## config.mk

```make
export PLATFORM = sky130hd
export DESIGN_NAME = wrr_burst_arbiter
export DESIGN_NICKNAME = d
export VERILOG_FILES = /design/src/rtl/wrr_burst_arbiter.sv
export SDC_FILE = /design/constraint.sdc
export NUM_CORES = 1
export LEC_CHECK = 0
export ABC_AREA = 1
export CELL_PAD_IN_SITES_DETAIL_PLACEMENT = 0
export CELL_PAD_IN_SITES_GLOBAL_PLACEMENT = 1
export CORE_MARGIN = 5
export CORE_UTILIZATION = 38
export DETAILED_ROUTE_END_ITERATION = 10
export PLACE_DENSITY_LB_ADDON = 0.1
export SLEW_MARGIN = 20
export SYNTH_ARGS = -nofsm -noshare
export SYNTH_HDL_FRONTEND = slang
export SYNTH_SLANG_ARGS = --single-unit
```

## constraint.sdc

```tcl
create_clock -name clk -period 7.15 [get_ports clk]
set_input_delay 1.43 -clock clk [delete_from_list [all_inputs] [get_ports clk]]
set_output_delay 1.43 -clock clk [all_outputs]
set_load 0.01 [all_outputs]
```

## src/rtl/wrr_burst_arbiter.sv

```systemverilog
// Weighted round-robin arbiter that holds each grant for a weighted burst of beats.
// A grant is released when the burst completes, the owner drops its request, or the watchdog expires.
module wrr_burst_arbiter #(
    parameter int N       = 4,
    parameter int WW      = 4,
    parameter int TIMEOUT = 16
) (
    input  logic                 clk,
    input  logic                 rst,
    input  logic [N-1:0]         req,
    input  logic [N*WW-1:0]      wt,
    input  logic                 beat,
    output logic [N-1:0]         gnt,
    output logic [$clog2(N)-1:0] owner,
    output logic [WW-1:0]        beats_left,
    output logic                 timeout
);

    localparam int OW = $clog2(N);
    localparam int TW = $clog2(TIMEOUT);

    typedef enum logic [0:0] {
        IDLE = 1'b0,
        BUSY = 1'b1
    } state_t;

    state_t        state_r, state_nxt_s;
    logic [N-1:0]  gnt_r, gnt_nxt_s;
    logic [OW-1:0] owner_r, owner_nxt_s;
    logic [WW-1:0] bl_r, bl_nxt_s;
    logic [TW-1:0] wd_r, wd_nxt_s;
    logic [OW-1:0] ptr_r, ptr_nxt_s;
    logic          to_r, to_nxt_s;

    logic          busy_s, own_req_s, drop_s, done_s, wdog_s, rel_s;
    logic [OW:0]   owner_inc_s;
    logic [OW-1:0] ptr_after_s, arb_ptr_s;
    logic [N-1:0]  req_m_s;
    logic [OW:0]   sum_s, idx_s;
    logic          found_s;
    logic [OW-1:0] win_s;
    logic [WW-1:0] wt_win_s, w_eff_s;

    // Release conditions, in priority order, and the inputs to the next arbitration.
    always_comb begin
        busy_s      = (state_r == BUSY);
        own_req_s   = req[owner_r];
        drop_s      = busy_s & ~own_req_s;
        done_s      = busy_s & own_req_s & beat & (bl_r == WW'(1));
        wdog_s      = busy_s & own_req_s & ~beat & (wd_r == TW'(TIMEOUT - 1));
        rel_s       = drop_s | done_s | wdog_s;
        owner_inc_s = {1'b0, owner_r} + (OW+1)'(1);
        if (owner_inc_s == (OW+1)'(N)) begin
            ptr_after_s = '0;
        end else begin
            ptr_after_s = owner_inc_s[OW-1:0];
        end
        if (rel_s) begin
            arb_ptr_s = ptr_after_s;
        end else begin
            arb_ptr_s = ptr_r;
        end
        // The releasing owner must see one idle cycle before it can win again.
        if (busy_s) begin
            req_m_s = req & ~gnt_r;
        end else begin
            req_m_s = req;
        end
    end

    // Rotating priority scan starting at arb_ptr_s, wrapping modulo N.
    always_comb begin
        found_s = 1'b0;
        win_s   = '0;
        sum_s   = '0;
        idx_s   = '0;
        for (int k = 0; k < N; k++) begin
            sum_s = {1'b0, arb_ptr_s} + (OW+1)'(k);
            if (sum_s >= (OW+1)'(N)) begin
                idx_s = sum_s - (OW+1)'(N);
            end else begin
                idx_s = sum_s;
            end
            if (!found_s && req_m_s[idx_s[OW-1:0]]) begin
                found_s = 1'b1;
                win_s   = idx_s[OW-1:0];
            end else begin
                found_s = found_s;
            end
        end
        wt_win_s = wt[win_s*WW +: WW];
        w_eff_s  = (wt_win_s == '0) ? WW'(1) : wt_win_s;
    end

    // Next-state and next-output logic.
    always_comb begin
        state_nxt_s = state_r;
        gnt_nxt_s   = gnt_r;
        owner_nxt_s = owner_r;
        bl_nxt_s    = bl_r;
        wd_nxt_s    = wd_r;
        ptr_nxt_s   = ptr_r;
        to_nxt_s    = 1'b0;
        case (state_r)
            IDLE: begin
                if (found_s) begin
                    state_nxt_s = BUSY;
                    gnt_nxt_s   = N'(1) << win_s;
                    owner_nxt_s = win_s;
                    bl_nxt_s    = w_eff_s;
                    wd_nxt_s    = '0;
                end else begin
                    state_nxt_s = IDLE;
                end
            end
            BUSY: begin
                if (rel_s) begin
                    ptr_nxt_s = ptr_after_s;
                    to_nxt_s  = wdog_s;
                    wd_nxt_s  = '0;
                    if (found_s) begin
                        gnt_nxt_s   = N'(1) << win_s;
                        owner_nxt_s = win_s;
                        bl_nxt_s    = w_eff_s;
                    end else begin
                        state_nxt_s = IDLE;
                        gnt_nxt_s   = '0;
                        owner_nxt_s = '0;
                        bl_nxt_s    = '0;
                    end
                end else if (beat) begin
                    bl_nxt_s = bl_r - WW'(1);
                    wd_nxt_s = '0;
                end else begin
                    wd_nxt_s = wd_r + TW'(1);
                end
            end
            default: begin
                state_nxt_s = IDLE;
                gnt_nxt_s   = '0;
                owner_nxt_s = '0;
                bl_nxt_s    = '0;
                wd_nxt_s    = '0;
                ptr_nxt_s   = '0;
            end
        endcase
    end

    // State and output registers with synchronous reset.
    always_ff @(posedge clk) begin
        if (rst) begin
            state_r <= IDLE;
            gnt_r   <= '0;
            owner_r <= '0;
            bl_r    <= '0;
            wd_r    <= '0;
            ptr_r   <= '0;
            to_r    <= 1'b0;
        end else begin
            state_r <= state_nxt_s;
            gnt_r   <= gnt_nxt_s;
            owner_r <= owner_nxt_s;
            bl_r    <= bl_nxt_s;
            wd_r    <= wd_nxt_s;
            ptr_r   <= ptr_nxt_s;
            to_r    <= to_nxt_s;
        end
    end

    assign gnt        = gnt_r;
    assign owner      = owner_r;
    assign beats_left = bl_r;
    assign timeout    = to_r;

endmodule

```

Word level (Yosys, flattened, before mapping)

Index checks and enable logic that the tools add are counted.

Output and inout port bits: 11
Memories: 0
RAM bits: 0
ROM bits: 0
Latch bits: 0
Flip-flop bits (word level): 18
Word-level logic and storage cells: 104

$lt $le $gt $ge: 9
Eq/ne operators: 6
Add/sub/neg operators: 10
Div/mod/pow operators: 0
Muxes and demuxes: 46
Bitwise logic cells: 14
Shifts and indexed selects: 2
$mul: 0
Reductions and logical operators: 10

Operator list:

| cell                                                       | count |
|---|---|
| two-way mux 4 bit                                          | 12 |
| two-way mux 2 bit                                          | 13 |
| one-hot mux 4 bit (2 select lines)                         | 3 |
| variable part select 16 x 5 -> 4 bit                       | 1 |
| less-than comparator 2 x 3 -> 1 bit, second input constant | 5 |
| two-way mux 1 bit                                          | 11 |
| binary-select mux 1 bit (select 2 bit)                     | 5 |
| >= comparator 3 bit, second input constant                 | 3 |
| subtractor 2 x 1 -> 2 bit, second input constant           | 4 |
| adder 2 x 1 -> 3 bit, second input constant                | 2 |
| adder 2 x 2 -> 3 bit, second input constant                | 2 |
| AND 1 bit                                                  | 6 |
| adder 4 x 1 -> 4 bit, second input constant                | 1 |
| AND 4 bit                                                  | 1 |
| equality test 4 x 1 -> 1 bit, second input constant        | 1 |
| equality test 4 bit, second input constant                 | 1 |
| zero test 4 bit                                            | 1 |
| NOT 1 bit                                                  | 4 |
| NOT 4 bit                                                  | 1 |
| one-hot mux 2 bit (2 select lines)                         | 1 |
| AND reduction 2 bit                                        | 2 |
| << shifter 1 x 2 -> 4 bit, first input constant            | 1 |
| subtractor 4 x 1 -> 4 bit, second input constant           | 1 |
| equality test 3 bit, second input constant                 | 1 |
| 9 further kinds                                            | 14 |

Logic depth before layout (Yosys ltp)

Gate-level depths: netlist (run 1).

Depth after elaboration: 28
Mapped depth: 24
Depth with buffers taken out: 24

Worst setup path before layout (run 1)

OpenSTA, ideal clock, no wires.

Path type: input-to-reg
Start: input beat
End: register bl_r[0] (netlist: beats_left[0])
Library setup time: 70 ps
Slack: 3,884 ps
Cell stages on the path: 22
Data arrival time: 3,196 ps
Path buffers: 0
Path through: inv_1 -> nand3_1 -> nor2_4 -> nand3_4 -> nand2_4 -> nand2_1 -> nand2_2 -> nand2_1 -> nand2_1 -> nand2_1 -> nand2_4 -> and2_1 -> nand2_1 -> nand2_1 -> nand2_2 -> inv_2 -> nand3_1 -> nand2_1 -> nand3_1 -> nand2_1 -> nand2_1 -> a21oi_1

Cells in the longest elaborated chain, start to end: 25

RTL lines:

| item                                                          | RTL line | source |
|---|---|---|
| start: declaration                                            | 12       | `input logic beat,` |
| branches (longest 25 deep; another with adder 2 x 1 -> 3 bit) | -        |  |
| end signal: assignment                                        | 163      | `bl_r <= bl_nxt_s;` |
| end: declaration                                              | 30       | `logic [WW-1:0] bl_r, bl_nxt_s;` |

Several ways; the timed one is not identified. The select of a mux whose other input is x is not followed.
A chain may end at the register's enable or synchronous reset.

Worst setup path in the final report (run 1)

Start: input beat
End: register bl_r[2] (netlist: beats_left[2])

Same word-level chain as after synthesis.

==> impl_metrics.env, run 1 <==
export IMPL_status="finished, final reports clean"
export IMPL_fin_crit_sh_pct=54.2
export IMPL_initial_core_util_pct=40.1
export IMPL_dpl_cell_count=306
export IMPL_fin_nets=290
export IMPL_dp_hpwl_mm=3.13
export IMPL_cts_reportedPaths_clkPinSlew_ns=0.07
export IMPL_place_congestion=0.803
export IMPL_slew_headroom_pct=65.2
export IMPL_synth_distinct_cells=27
export IMPL_hold_violations=0
export IMPL_fmax_ghz=0.258
export IMPL_cap_violations=0
export IMPL_syn_area_mm2=0.00150
export IMPL_fin_skew_ns=0.00280
export IMPL_antenna_cells=0
export IMPL_syn_to_final_growth_pct=28.7
export IMPL_boundaryPins=34
export IMPL_die_x_um=72.8
export IMPL_synthCells=227
export IMPL_grt_usage_pct=14.9
export IMPL_synthTopCellsByArea="dfxtp_1 24%, nand2_1 16%, nand3_1 11%"
export IMPL_synth_seq_cells=18
export IMPL_worstPathArrival_ns=4.02
export IMPL_maxSlewViolCount=0
export IMPL_die_area_mm2=0.00530
export IMPL_vias_per_cell=4.84
export IMPL_die_h_um=72.8
export IMPL_core_area_mm2=0.00374
export IMPL_p_leak_uw=0.000871
export IMPL_avgSynthCellArea_um2=6.61
export IMPL_syn_nets=254
export IMPL_cts_max_level=1
export IMPL_cts_root_buf="clkbuf_8"
export IMPL_cp_start_kind="input pin"
export IMPL_synthFlopType="dfxtp_1"
export IMPL_post_cts_resize_count=0
export IMPL_synth_edf_count=0
export IMPL_grt_max_degree=11
export IMPL_grt_overflow=0
export IMPL_cts_tree="yes"
export IMPL_instances_no_fill=310
export IMPL_post_cts_buffers=0
export IMPL_cp_end_kind="flip-flop"
export IMPL_numCtsBuffers=3
export IMPL_crit_type="input pin to flip-flop"
export IMPL_rsz0062_at_grt="false"
export IMPL_drive_gt1_share_pct=16.8
export IMPL_drt_total_wl_mm=3.75
export IMPL_via_count=1501
export IMPL_setup_viol=0
export IMPL_fin_tns_setup_ns=0
export IMPL_yosysWarnings=0
export IMPL_drc=0
export IMPL_drtPass1Iterations=4
export IMPL_slowest_delay_ns=0.46
export IMPL_grt_pass1_wl_mm=6.31
export IMPL_antenna_found_initial=0
export IMPL_path_max_fanout=8
export IMPL_cts_sinks=18
export IMPL_power_density_mw_per_mm2=410
export IMPL_postRouteAntennaNets=0
export IMPL_cts_hold_buf=0
export IMPL_worst_ep_required_time_ns=7.29
export IMPL_fin_util_pct=51.6
export IMPL_peakVddDrop_mv=0.223
export IMPL_tightest_slew_ns=0.516
export IMPL_clk_latency_ns=0.25
export IMPL_cts_path_max_buffers=2
export IMPL_yosysSeqAreaShare_pct=24.0
export IMPL_layout_min_cycle_time_ns=3.88
export IMPL_cp_slowest_cell="clkdlybuf4s50_1"
export IMPL_first_global_vias=1412
export IMPL_synth_top_area_cell="dfxtp_1"
export IMPL_drtIter0Drc=48
export IMPL_postSynth_asyncResetShare_pct=0
export IMPL_std_cell_rows=22
export IMPL_wire_per_inst_um=12.1
export IMPL_worstHoldPathType="flip-flop to flip-flop"
export IMPL_worstPathCellList="clkdlybuf4s50_1, inv_1, nand3_1, nor2_4, nand3_4, nand2_4, nand2_2, nand2_4, nand2_1, nand2_2, nand2_1, nand2_2, nand4_4, nor2_2, inv_1, o21ai_2, inv_1, o21ai_0, a21oi_1"
export IMPL_synth_top_cell_area_share_pct=24.0
export IMPL_port_buffers=33
[cell type report]
cell class                      count  area, um2
Clock buffer                        4       55.1
Inverter                           23       86.3
Tap cell                           48       60.1
Timing Repair Buffer               33        330
Multi-Input combinational cell    184       1040
Fill cell                         420       1810
Sequential cell                    18        360
[report_power, final]
| part | internal, uW | switching [uW] |
|---|---|---|
| logic | 205 | 353 |
| clock network | 48.9 | 33.5 |
| registers | 125 | 26.2 |
[through the flow]
stage	total power, uW	instance area, um2	worst slack [ns]	hold slack (ns)
global placement	722	1880	2.98	0.475
global route	878	1930	2.91	0.506
finish	792	1930	3.27	0.487
floorplan	577	1500	3.88	0.456
detailed placement	716	1880	2.98	0.480
CTS	801	1930	3.25	0.489
[state kept, by name (all words and copies together), names as in the netlist]
signal / flops
beats_left: 4
gnt: 4
wd_r: 4
owner: 2
ptr_r: 2
busy_s: 1
timeout: 1
[worst max-delay path, delay by kind of cell]
kind,cells,cell delay [ns]
buffers and inverters,4,0.79
and+or+nand+nor,12,1.46
AOI/OAI and AO/OA,3,0.35
[per-layer routing]
metal	vias to the layer above	part of all wire, %	global-route usage, %
met5	-	0	0
met2	27	49	26.2
met1	666	46	19.4
met3	2	4.1	2.62
met4	0	0.27	2.46
li1	806	-	-
[cells in the final DEF (no fill, tap or decap)]
cell,count
a21oi_1,15
and2_1,1
clkbuf_8,4
clkdlybuf4s50_1,33
dfxtp_1,18
ha_1,4
inv_1,19
inv_2,4
nand2_1,64
nand2_2,13
nand2_4,10
nand2_8,1
nand3_1,32
nand3_2,5
nand3_4,1
nand3b_1,1
nand4_1,2
nand4_4,1
nor2_1,13
nor2_2,2
nor2_4,1
nor3_1,3
o21a_1,2
o21ai_0,8
o21ai_2,1
or2_2,1
xor2_1,3
[final timing paths]
| kind | to | from | depth (start not counted) | slack, ns |
|---|---|---|---|---|
| hold / removal | wd_r[1] | wd_r[1] | 2 | 0.49 |
| setup reg to reg | beats_left[2] | wd_r[0] | 18 | 4.44 |
| hold reg to reg | wd_r[1] | wd_r[1] | 2 | 0.49 |
| setup / recovery | beats_left[2] | beat | 19 | 3.27 |
[synthesized netlist by cell type, types with 2 or more instances]
cell     count
o21ai_0      8
a21oi_1     15
nor2_2       2
dfxtp_1     18
xor2_1       3
nor2_1      13
nand2_2     13
nand2_1     64
nand3_2      5
ha_1         4
nand2_4     10
nand3_1     32
inv_2        4
nor3_1       3
nand4_1      2
o21a_1       2
inv_1       19
[kinds of logic (layout without fill, tap and decap cells)]
kind of cell,Yosys count,in the layout,synth area share [%]
xor+xnor,3,3,1.75
buf+inv,25,60,6.76
compound gates,26,26,9.26
simple gates,151,151,54.9
flops,18,18,24.0
fa+ha+maj,4,4,3.34
(Power assumes the default switching activity.)
==> run 2, diff against run 1 <==
Settings changed: CORE_UTILIZATION 38 to 35.
Clock period 7.15 ns to 3.9 ns, I/O delays scaled along.
==> run 2 against run 1 <==
Net effect:
- design area shrank 0.58%
- first-iteration DRC count shrank 29%
- non-clock buffer count is the same
- combinational power grew 83%
- global-route usage shrank 0.96 points
- sequential share of layout area grew 0.11 points
- power grew 81%
- utilization shrank 4.6 points
- clock power grew 54%
- setup slack lost 2.6 ns
==> impl_metrics.env, run 2 (synthesis gave the netlist of run 1 again) <==
export IMPL_std_cell_rows=23
export IMPL_grt_usage_pct=14.0
export IMPL_cts_path_max_buffers=2
export IMPL_die_x_um=75.5
export IMPL_crit_type="input pin to flip-flop"
export IMPL_cts_tree="yes"
export IMPL_post_cts_buffers=0
export IMPL_fin_skew_ns=0.00375
export IMPL_antenna_found_initial=0
export IMPL_drt_total_wl_mm=3.76
export IMPL_slew_headroom_pct=70.2
export IMPL_cts_reportedPaths_clkPinSlew_ns=0.07
export IMPL_layout_min_cycle_time_ns=3.24
export IMPL_reg2reg_slack_ns=1.17
export IMPL_cts_hold_buf=0
export IMPL_fin_crit_sh_pct=83.1
export IMPL_most_common_layout_cells="64 x nand2_1, 33 x clkdlybuf4s50_1, 32 x nand3_1, 19 x inv_1, 18 x dfxtp_1"
export IMPL_instances_no_fill=311
export IMPL_fin_tns_setup_ns=0
export IMPL_via_count=1475
export IMPL_boundaryPins=34
export IMPL_comb_power_share_pct=71.5
export IMPL_power_density_mw_per_mm2=746
export IMPL_path_max_fanout=7
export IMPL_peakVddDrop_mv=0.391
export IMPL_dp_hpwl_mm=3.08
export IMPL_fillers=450
export IMPL_p_seq_share_pct=19.6
export IMPL_worst_ep_required_time_ns=4.08
export IMPL_internal_power_uw=674
export IMPL_post_cts_resize_count=0
export IMPL_worstPathArrival_ns=3.43
export IMPL_whs_ns=0.490
export IMPL_cts_sinks=18
export IMPL_status="finished, final reports clean"
export IMPL_cts_max_level=1
export IMPL_cap_violations=0
export IMPL_place_congestion=0.797
export IMPL_p_leak_uw=0.000864
export IMPL_antenna_cells=0
export IMPL_postRouteAntennaNets=0
export IMPL_hold_violations=0
export IMPL_netSwitchingFraction_pct=53.0
export IMPL_r2r_cells=22
export IMPL_rsz0062_at_grt="false"
export IMPL_initial_core_util_pct=36.7
export IMPL_die_area_mm2=0.00570
export IMPL_cp_end_kind="flip-flop"
export IMPL_cts_root_buf="clkbuf_8"
export IMPL_worstHoldPathType="flip-flop to flip-flop"
export IMPL_vias_per_cell=4.74
export IMPL_drive_gt1_share_pct=16.5
export IMPL_seqCellArea_um2=360
export IMPL_grt_max_degree=11
export IMPL_port_buffers=33
export IMPL_clk_latency_ns=0.25
export IMPL_multi_input_area_mm2=0.00104
export IMPL_drtIter0Drc=34
export IMPL_setup_viol=0
export IMPL_tightest_slew_ns=0.443
export IMPL_p_sw_uw=759
export IMPL_crit_end="beats_left[0]"
export IMPL_first_global_vias=1392
export IMPL_drc=0
export IMPL_numCtsBuffers=3
export IMPL_maxSlewViolCount=0
export IMPL_die_h_um=75.5
export IMPL_syn_to_final_growth_pct=27.9
export IMPL_reg2reg_to="beats_left[0]"
export IMPL_grt_overflow=0
export IMPL_cp_start_kind="input pin"
export IMPL_cp_startpoint="beat"
export IMPL_power_frac_clock_pct=8.9
export IMPL_fmax_ghz=0.308
export IMPL_fin_nets=290
export IMPL_dpl_cell_count=308
export IMPL_core_area_mm2=0.00409
export IMPL_final_common_cell="nand2_1"
export IMPL_drtPass1Iterations=4
export IMPL_grt_pass1_wl_mm=6.21
export IMPL_wire_per_inst_um=12.1
export IMPL_r2r_start="wd_r[0]"
## run 2: changes by cell type in the layout (fill, tap and decap cells not counted)
cell / delta
clkbuf_8: -1
## run 2: routing by layer
metal  wire length (um)  GRT usage, %
met5                  0             0
met4                 13          1.17
met3                153          2.51
met1               1850          18.5
met2               1750          24.6
## run 2: how the worst min path moves through the flow
stage / from / endpoint / cells past startpoint
6_report: wd_r[1] / wd_r[1] / 2
2_1_floorplan: wd_r[1] / wd_r[1] / 2
5_1_grt: wd_r[1] / wd_r[1] / 2
3_5_place_dp: wd_r[1] / wd_r[1] / 2
3_3_place_gp: gnt[1] / gnt[1] / 2
4_1_cts: wd_r[1] / wd_r[1] / 2
## run 2: layout make-up
type	instances	share of cell area, %
clock buffers	3	2.15
inverters	23	4.50
multi-input cells	184	54.1
flip-flops and latches	18	18.8
well taps	50	3.26
repair buffers	33	17.2
## run 2: critical path, stage by stage
cell	delay [ns]
clkdlybuf4s50_1	0.46
inv_1	0.10
nand3_1	0.12
nor2_4	0.13
nand3_4	0.12
nand2_4	0.14
nand2_1	0.07
nand2_2	0.11
nand2_1	0.06
nand2_1	0.10
nand2_1	0.09
nand2_4	0.09
and2_1	0.12
nand2_1	0.05
nand2_1	0.09
nand2_2	0.12
inv_2	0.15
nand3_1	0.12
nand2_1	0.08
nand3_1	0.07
nand2_1	0.05
nand2_1	0.05
a21oi_1	0.13
## run 2: per-stage QoR
stage | cell area (um2) | util [%] | setup WS [ns] | total power (uW)
2_1_floorplan | 1500 | - | 1.28 | 1060
3_3_place_gp | 1880 | 46.0 | 0.392 | 1330
3_5_place_dp | 1880 | 46.0 | 0.388 | 1320
4_1_cts | 1920 | 47.0 | 0.641 | 1450
5_1_grt | 1920 | 47.0 | 0.323 | 1580
6_report | 1920 | 47.0 | 0.658 | 1430
## run 2: power by group through the flow
stage / Sequential, uW / Combinational [uW] / Clock (uW)
2_1_floorplan: 283 / 775 / 0
3_3_place_gp: 286 / 1040 / 0
3_5_place_dp: 285 / 1030 / 0
4_1_cts: 282 / 1040 / 133
5_1_grt: 291 / 1150 / 137
6_report: 281 / 1020 / 127
